[src/rtl/uart_thr_pkg.sv]
// uart_thr_pkg: shared constants, FSM state types and frame checksum helper for the UART threshold loader
package uart_thr_pkg;
    localparam logic [7:0] HDR_BYTE  = 8'hA5;
    localparam logic [7:0] CMD_OPEN  = 8'h01;
    localparam logic [7:0] CMD_CLOSE = 8'h02;

    typedef enum logic [1:0] {IDLE, START, DATA, STOP} rx_state_t;
    typedef enum logic [1:0] {WAIT_HDR, GET_CMD, GET_DATA, GET_SUM} prs_state_t;

    function automatic logic [7:0] frame_sum(input logic [7:0] cmd, input logic [7:0] data);
        return HDR_BYTE ^ cmd ^ data;
    endfunction
endpackage

[src/rtl/uart_rx_byte.sv]
// uart_rx_byte: 8N1 byte receiver with a 2-flop rx synchronizer.
// Ports: clk, rst_n (async active-low), rx_i (serial in, idles high),
//        byte_valid_o (1-cycle pulse, good byte), byte_data_o (received byte),
//        byte_err_o (1-cycle pulse, stop bit sampled low).
module uart_rx_byte
    import uart_thr_pkg::*;
#(
    parameter int CLKS_PER_BIT = 434
) (
    input  logic       clk,
    input  logic       rst_n,
    input  logic       rx_i,
    output logic       byte_valid_o,
    output logic [7:0] byte_data_o,
    output logic       byte_err_o
);
    localparam int CW = $clog2(CLKS_PER_BIT);
    localparam logic [CW-1:0] FULL_M1 = CW'(CLKS_PER_BIT - 1);
    localparam logic [CW-1:0] HALF_M1 = CW'(CLKS_PER_BIT / 2 - 1);

    logic [1:0]    sync_q;
    logic          prev_q;
    rx_state_t     state_q, state_d;
    logic [CW-1:0] cnt_q, cnt_d;
    logic [2:0]    bit_q, bit_d;
    logic [7:0]    data_q, data_d;
    logic          valid_q, valid_d, err_q, err_d;
    logic          rx_s, tick;

    assign rx_s = sync_q[1];
    assign tick = cnt_q == '0;

    always_ff @(posedge clk or negedge rst_n) begin
        if (!rst_n) begin
            sync_q  <= 2'b11;
            prev_q  <= 1'b1;
            state_q <= IDLE;
            cnt_q   <= '0;
            bit_q   <= '0;
            data_q  <= '0;
            valid_q <= 1'b0;
            err_q   <= 1'b0;
        end else begin
            sync_q  <= {sync_q[0], rx_i};
            prev_q  <= rx_s;
            state_q <= state_d;
            cnt_q   <= cnt_d;
            bit_q   <= bit_d;
            data_q  <= data_d;
            valid_q <= valid_d;
            err_q   <= err_d;
        end
    end

    // After a framing error the FSM returns to IDLE, where only a fresh
    // high-to-low edge restarts it, so a held-low line is waited out.
    always_comb begin
        state_d = state_q;
        cnt_d   = tick ? cnt_q : cnt_q - 1'b1;
        bit_d   = bit_q;
        data_d  = data_q;
        valid_d = 1'b0;
        err_d   = 1'b0;
        case (state_q)
            IDLE: if (prev_q && !rx_s) begin
                state_d = START;
                cnt_d   = HALF_M1;
            end
            START: if (tick) begin
                state_d = rx_s ? IDLE : DATA;
                cnt_d   = FULL_M1;
                bit_d   = '0;
            end
            DATA: if (tick) begin
                data_d  = {rx_s, data_q[7:1]};
                cnt_d   = FULL_M1;
                bit_d   = bit_q + 3'd1;
                state_d = (bit_q == 3'd7) ? STOP : DATA;
            end
            STOP: if (tick) begin
                state_d = IDLE;
                valid_d = rx_s;
                err_d   = !rx_s;
            end
        endcase
    end

    assign byte_valid_o = valid_q;
    assign byte_data_o  = data_q;
    assign byte_err_o   = err_q;
endmodule

[src/rtl/uart_threshold_loader.sv]
// uart_threshold_loader: loads window-comparator open/close thresholds from UART command frames.
// Ports: clk, rst_n (async active-low), rx (serial in), open_val/close_val (threshold
//        registers), upd (1-cycle pulse on register load), frame_err (1-cycle pulse on reject).
// Macro UART_THR_CHECKSUM_EN: defined -> 4-byte frames A5,cmd,data,sum with sum = A5^cmd^data;
//        undefined -> 3-byte frames A5,cmd,data with no checksum.
module uart_threshold_loader
    import uart_thr_pkg::*;
#(
    parameter int         CLKS_PER_BIT = 434,
    parameter int         TIMEOUT_BITS = 20,
    parameter logic [7:0] OPEN_RST     = 8'hC0,
    parameter logic [7:0] CLOSE_RST    = 8'h40
) (
    input  logic       clk,
    input  logic       rst_n,
    input  logic       rx,
    output logic [7:0] open_val,
    output logic [7:0] close_val,
    output logic       upd,
    output logic       frame_err
);
    localparam int TMO_LIMIT = TIMEOUT_BITS * CLKS_PER_BIT;
    localparam int TW = $clog2(TMO_LIMIT + 1);

    logic       byte_valid, byte_err;
    logic [7:0] byte_data;

    uart_rx_byte #(.CLKS_PER_BIT(CLKS_PER_BIT)) u_rx (
        .clk          (clk),
        .rst_n        (rst_n),
        .rx_i         (rx),
        .byte_valid_o (byte_valid),
        .byte_data_o  (byte_data),
        .byte_err_o   (byte_err)
    );

    prs_state_t    prs_q, prs_d;
    logic [7:0]    cmd_q, cmd_d;
`ifdef UART_THR_CHECKSUM_EN
    logic [7:0]    data_q, data_d;
`endif
    logic [TW-1:0] tmo_q, tmo_d;
    logic [7:0]    open_q, open_d, close_q, close_d;
    logic          upd_q, upd_d, err_q, err_d;
    logic          ld;
    logic [7:0]    ld_val;

    always_ff @(posedge clk or negedge rst_n) begin
        if (!rst_n) begin
            prs_q   <= WAIT_HDR;
            cmd_q   <= '0;
`ifdef UART_THR_CHECKSUM_EN
            data_q  <= '0;
`endif
            tmo_q   <= '0;
            open_q  <= OPEN_RST;
            close_q <= CLOSE_RST;
            upd_q   <= 1'b0;
            err_q   <= 1'b0;
        end else begin
            prs_q   <= prs_d;
            cmd_q   <= cmd_d;
`ifdef UART_THR_CHECKSUM_EN
            data_q  <= data_d;
`endif
            tmo_q   <= tmo_d;
            open_q  <= open_d;
            close_q <= close_d;
            upd_q   <= upd_d;
            err_q   <= err_d;
        end
    end

    // Loads only ever happen on byte_valid and the timeout only fires without
    // one, so upd and frame_err are mutually exclusive by construction.
    always_comb begin
        prs_d   = prs_q;
        cmd_d   = cmd_q;
`ifdef UART_THR_CHECKSUM_EN
        data_d  = data_q;
`endif
        open_d  = open_q;
        close_d = close_q;
        err_d   = byte_err;
        ld      = 1'b0;
        ld_val  = byte_data;
        if (byte_err) begin
            prs_d = WAIT_HDR;
        end else if (byte_valid) begin
            case (prs_q)
                WAIT_HDR: prs_d = (byte_data == HDR_BYTE) ? GET_CMD : WAIT_HDR;
                GET_CMD: begin
                    cmd_d = byte_data;
                    prs_d = (byte_data == CMD_OPEN || byte_data == CMD_CLOSE) ? GET_DATA : WAIT_HDR;
                    err_d = !(byte_data == CMD_OPEN || byte_data == CMD_CLOSE);
                end
`ifdef UART_THR_CHECKSUM_EN
                GET_DATA: begin
                    data_d = byte_data;
                    prs_d  = GET_SUM;
                end
                GET_SUM: begin
                    prs_d  = WAIT_HDR;
                    ld     = byte_data == frame_sum(cmd_q, data_q);
                    err_d  = !ld;
                    ld_val = data_q;
                end
`else
                GET_DATA: begin
                    prs_d = WAIT_HDR;
                    ld    = 1'b1;
                end
                GET_SUM: prs_d = WAIT_HDR;
`endif
            endcase
        end else if (prs_q != WAIT_HDR && tmo_q == TW'(TMO_LIMIT - 1)) begin
            prs_d = WAIT_HDR;
            err_d = 1'b1;
        end
        upd_d   = ld;
        open_d  = (ld && cmd_q == CMD_OPEN) ? ld_val : open_d;
        close_d = (ld && cmd_q == CMD_CLOSE) ? ld_val : close_d;
        tmo_d   = (prs_d == WAIT_HDR || byte_valid) ? '0 : tmo_q + 1'b1;
    end

    assign open_val  = open_q;
    assign close_val = close_q;
    assign upd       = upd_q;
    assign frame_err = err_q;
endmodule

[config.mk]
export PLATFORM = sky130hd
export DESIGN_NAME = uart_threshold_loader
export DESIGN_NICKNAME = d
export VERILOG_FILES = /design/src/rtl/uart_thr_pkg.sv /design/src/rtl/uart_rx_byte.sv /design/src/rtl/uart_threshold_loader.sv
export SDC_FILE = /design/constraint.sdc
export NUM_CORES = 1
export LEC_CHECK = 0
export ABC_AREA = 1
export BUFFER_PORTS_ARGS = -buffer_cell sky130_fd_sc_hd__buf_4
export CORE_UTILIZATION = 40
export CTS_BUF_LIST = sky130_fd_sc_hd__clkbuf_4 sky130_fd_sc_hd__clkbuf_8
export CTS_CLUSTER_SIZE = 16
export DETAILED_ROUTE_END_ITERATION = 8
export PLACE_DENSITY_LB_ADDON = 0.12
export SYNTH_ARGS = -nofsm -noshare
export SYNTH_HDL_FRONTEND = slang
export SYNTH_SLANG_ARGS = --single-unit
[constraint.sdc]
create_clock -name clk -period 2.45 [get_ports clk]
set_input_delay 0.49 -clock clk [delete_from_list [all_inputs] [get_ports clk]]
set_output_delay 0.49 -clock clk [all_outputs]
set_load 0.05 [all_outputs]
==> results.md <==
* Finished Layout Cells at 492
* Routed WL per cell at 12.54 um
* Critical path's largest stage delay at 0.88 ns
* Total CTS buffers at 9
* Final setup fails at 0
* Share of power burned in registers at 0.401
* Die width at 91.71 um
* CP arrival at 2.06 ns
* Commonest non-fill, non-tap cell in the layout: nand2_1
* Number of DRC markers in iteration 0 at 97
* NetSw at 1.068 mW
* Final Hold Viols at 0
* Maximum root-to-sink buffer count at 2
* Worst Path Class, Setup: reg -> reg
* Latest clock arrival within the worst-skew pair at 0.34 ns
* Setup Fix Bufs, Post-CTS at 0
* Fmax at 528.4 MHz
* Worst Path Required at 2.62 ns
* N_diodes at 0
* Max IR drop VDD at 0.0006584 V
* Most used cell, CP: nor2_1
* Post-Syn Area at 3219 um^2
* Share of post-route cells with drive strength above 1 at 0.1513
* Worst Tran Pin Value at 1.126 ns
* Clock network power share at 0.340
* CTS resizes at 0
* Root buf cell: clkbuf_8
* Detailed Routing Iterations Pass 1 at 4
* Syn Inst Count at 360
* Via count at 2316
* CORE AREA at 7767 um^2
* CP top delay family: compound AO/OA/AOI/OAI gates
* CP Buf/Inv Count at 1
* Die height at 91.71 um
* Crit path cell chain: inv_1, nor2_1, nand3_1, nand2_1, o211ai_1, nor2_1
* Detailed Place HPWL at 4321 um
* Power per cell area at 901.7 nW/um^2
* Clk slew on worst S/H paths at 0.08 ns
* Setup crit start: u_rx.byte_data_o[7]
* Initial antenna violation count at 0
* Drt via density at 4.707
* Largest net degree at the start of global routing at 70
* Post-synth cell types at 31
* Net Sw Frac at 0.3199
* Gate power share at 0.259
* Static leakage at 1.718 nW
* CP Capture Type: flip-flop
* Status: finished, final reports clean
* Global-route wire length before repair at 10690 um
* Worst min path class: in -> async
* Starting Density at 0.4145
* DRC at 0
* Area Overhead vs Synth at 14.96%
* Final ANT Viol Nets at 0
* Post-synth top area share at 0.4897
* Final period util at 0.7724
* Row cnt at 32
* TritonCTS clock tree: yes
* IO Pins at 21
* Seq/Total Area, Yosys at 0.5387
* Leading area contributor after synthesis: dfrtp_1
* Worst slew margin at 0.2460
* Startpoint types: flip-flop
* Reg2reg start: u_rx.byte_data_o[7]
* Time the worst path needs with I/O delays and setup at 1.893 ns
* Cell Int Power at 2.270 mW
* # nets final at 398
* Clk_skew at 0.009882 ns
* RSZ-0062 raised after global routing: false
* Remaining global-route overflow at 0
* CTS Hold Bufs at 0
* Die Area at 8411 um^2
* Vias in the first global route at 2266
* Clk sinks at 69
* Post-synthesis area per instance at 8.943 um^2
* # H-tree levels at 3
* Setup TNS Final at 0 ns
* Ys Warns at 0
* Maximum capacitance violations at 0
* Synth Net Count at 373
* Most frequent cells in the layout: nand2_1 (82), dfrtp_1 (63), nor2_1 (47)
* Worst slack, placed at 0.5561 ns
* Routed Wire Length at 6170 um
* Layout Utilization at 0.4765
* Routability cong. at 0.7793
* CP Max Fanout at 14
* GRT Util Overall at 0.1658
* Max Slew Vio Count at 0
* #FFs+latches synth at 69
* CP max stage cell: o211ai_1
* Placed Cells at 476
* Final Worst Setup Slack at 0.5575 ns
* Largest cells by area after synthesis: dfrtp_1 (49%), nand2_1 (9.6%), nor2_1 (5.5%)
* Port bufs at 20
## worst paths after layout
check / end / slack, ns / cells past startpoint
setup / recovery: tmo_q[1] / 0.56 / 6
hold / removal: close_val[4] / 0.23 / 1
setup reg to reg: tmo_q[1] / 0.56 / 6
hold reg to reg: u_rx.sync_q[1] / 0.37 / 0
max in group asynchronous: tmo_q[1] / 1.62 / 1
min in group clk: u_rx.sync_q[0] / 0.26 / 1
## synthesized netlist by cell type
master     n
nand2_1   82
dfrtp_1   63
nor2_1    47
inv_1     38
o21ai_0   24
nand3_1   15
xor2_1    11
a21oi_1   10
ha_1      10
nor3_1     8
o21ai_1    8
o21ai_2    8
dfstp_2    6
xnor2_1    4
buf_6      3
nand4_1    3
buf_2      2
clkbuf_1   2
nand4_2    2
o21bai_1   2
or2_2      2
a211oi_1   1
a21boi_0   1
and3_1     1
inv_2      1
nand3_2    1
nor2_2     1
nor4_1     1
nor4_4     1
o211ai_1   1
o31ai_1    1
## through the flow
stage | cell area [um^2] | power, mW | hold WS [ns]
after global routing | 3701 | 3.574 | 0.2148
after detailed placement | 3453 | 2.225 | 0.3556
after global placement | 3453 | 2.203 | 0.3465
final | 3701 | 3.337 | 0.2298
after CTS | 3701 | 3.371 | 0.2357
after floorplan | 3219 | 2.020 | 0.1944
## power by group through the flow
stage                     Combinational [mW]  Sequential, mW  Clock, mW
final                                  0.863            1.34       1.13
after global routing                   0.995            1.35       1.22
after CTS                              0.869            1.34       1.16
after detailed placement               0.866            1.36          0
after global placement                 0.845            1.36          0
after floorplan                        0.678            1.34          0
## worst reg2reg max path, stage by stage (launching register included)
cell and delay (ns):
dfrtp_1 0.39, inv_1 0.15, nor2_1 0.07, nand3_1 0.09, nand2_1 0.05, o211ai_1 0.88
nor2_1 0.10
## sequential cells by signal, indices dropped and copies added, names as in the netlist, named ones only
name,flops
tmo_q,14
u_rx.cnt_q,9
close_val,8
cmd_q,8
open_val,8
u_rx.byte_data_o,8
u_rx.bit_q,3
prs_q,2
u_rx.sync_q,2
frame_err,1
u_rx.byte_err_o,1
u_rx.byte_valid_o,1
u_rx.prev_q,1
u_rx.state_q,1
upd,1
## metal layers
| layer | up-vias | wire length (um) | track usage |
|---|---|---|---|
| met3 | 2 | 106 | 0.06302 |
| met1 | 1095 | 2966 | 0.2126 |
| met4 | 0 | 37 | 0.04688 |
| met5 | - | 0 | 0 |
| met2 | 19 | 3060 | 0.2625 |
| li1 | 1200 | - | - |
## kinds of logic after synthesis
| family | after synthesis | share of synthesized area |
|---|---|---|
| AOI/OAI and AO/OA | 56 | 0.1011 |
| xor gates and xnor gates | 15 | 0.04081 |
| adders and majority gates | 10 | 0.03887 |
| buffers and inverters | 46 | 0.06141 |
| DFF | 69 | 0.5387 |
| and+or+nand+nor | 164 | 0.2192 |
## final cells by class
cell class / instances / area (um^2)
fill: 764 / 4066
multi-input combinational: 245 / 1287
clock inverter: 6 / 110.1
inverter: 39 / 146.4
sequential: 69 / 1734
clock buffer: 10 / 137.6
tap: 102 / 127.6
timing repair buffer: 21 / 157.7
No activity file was read; power rests on OpenSTA's default activity.
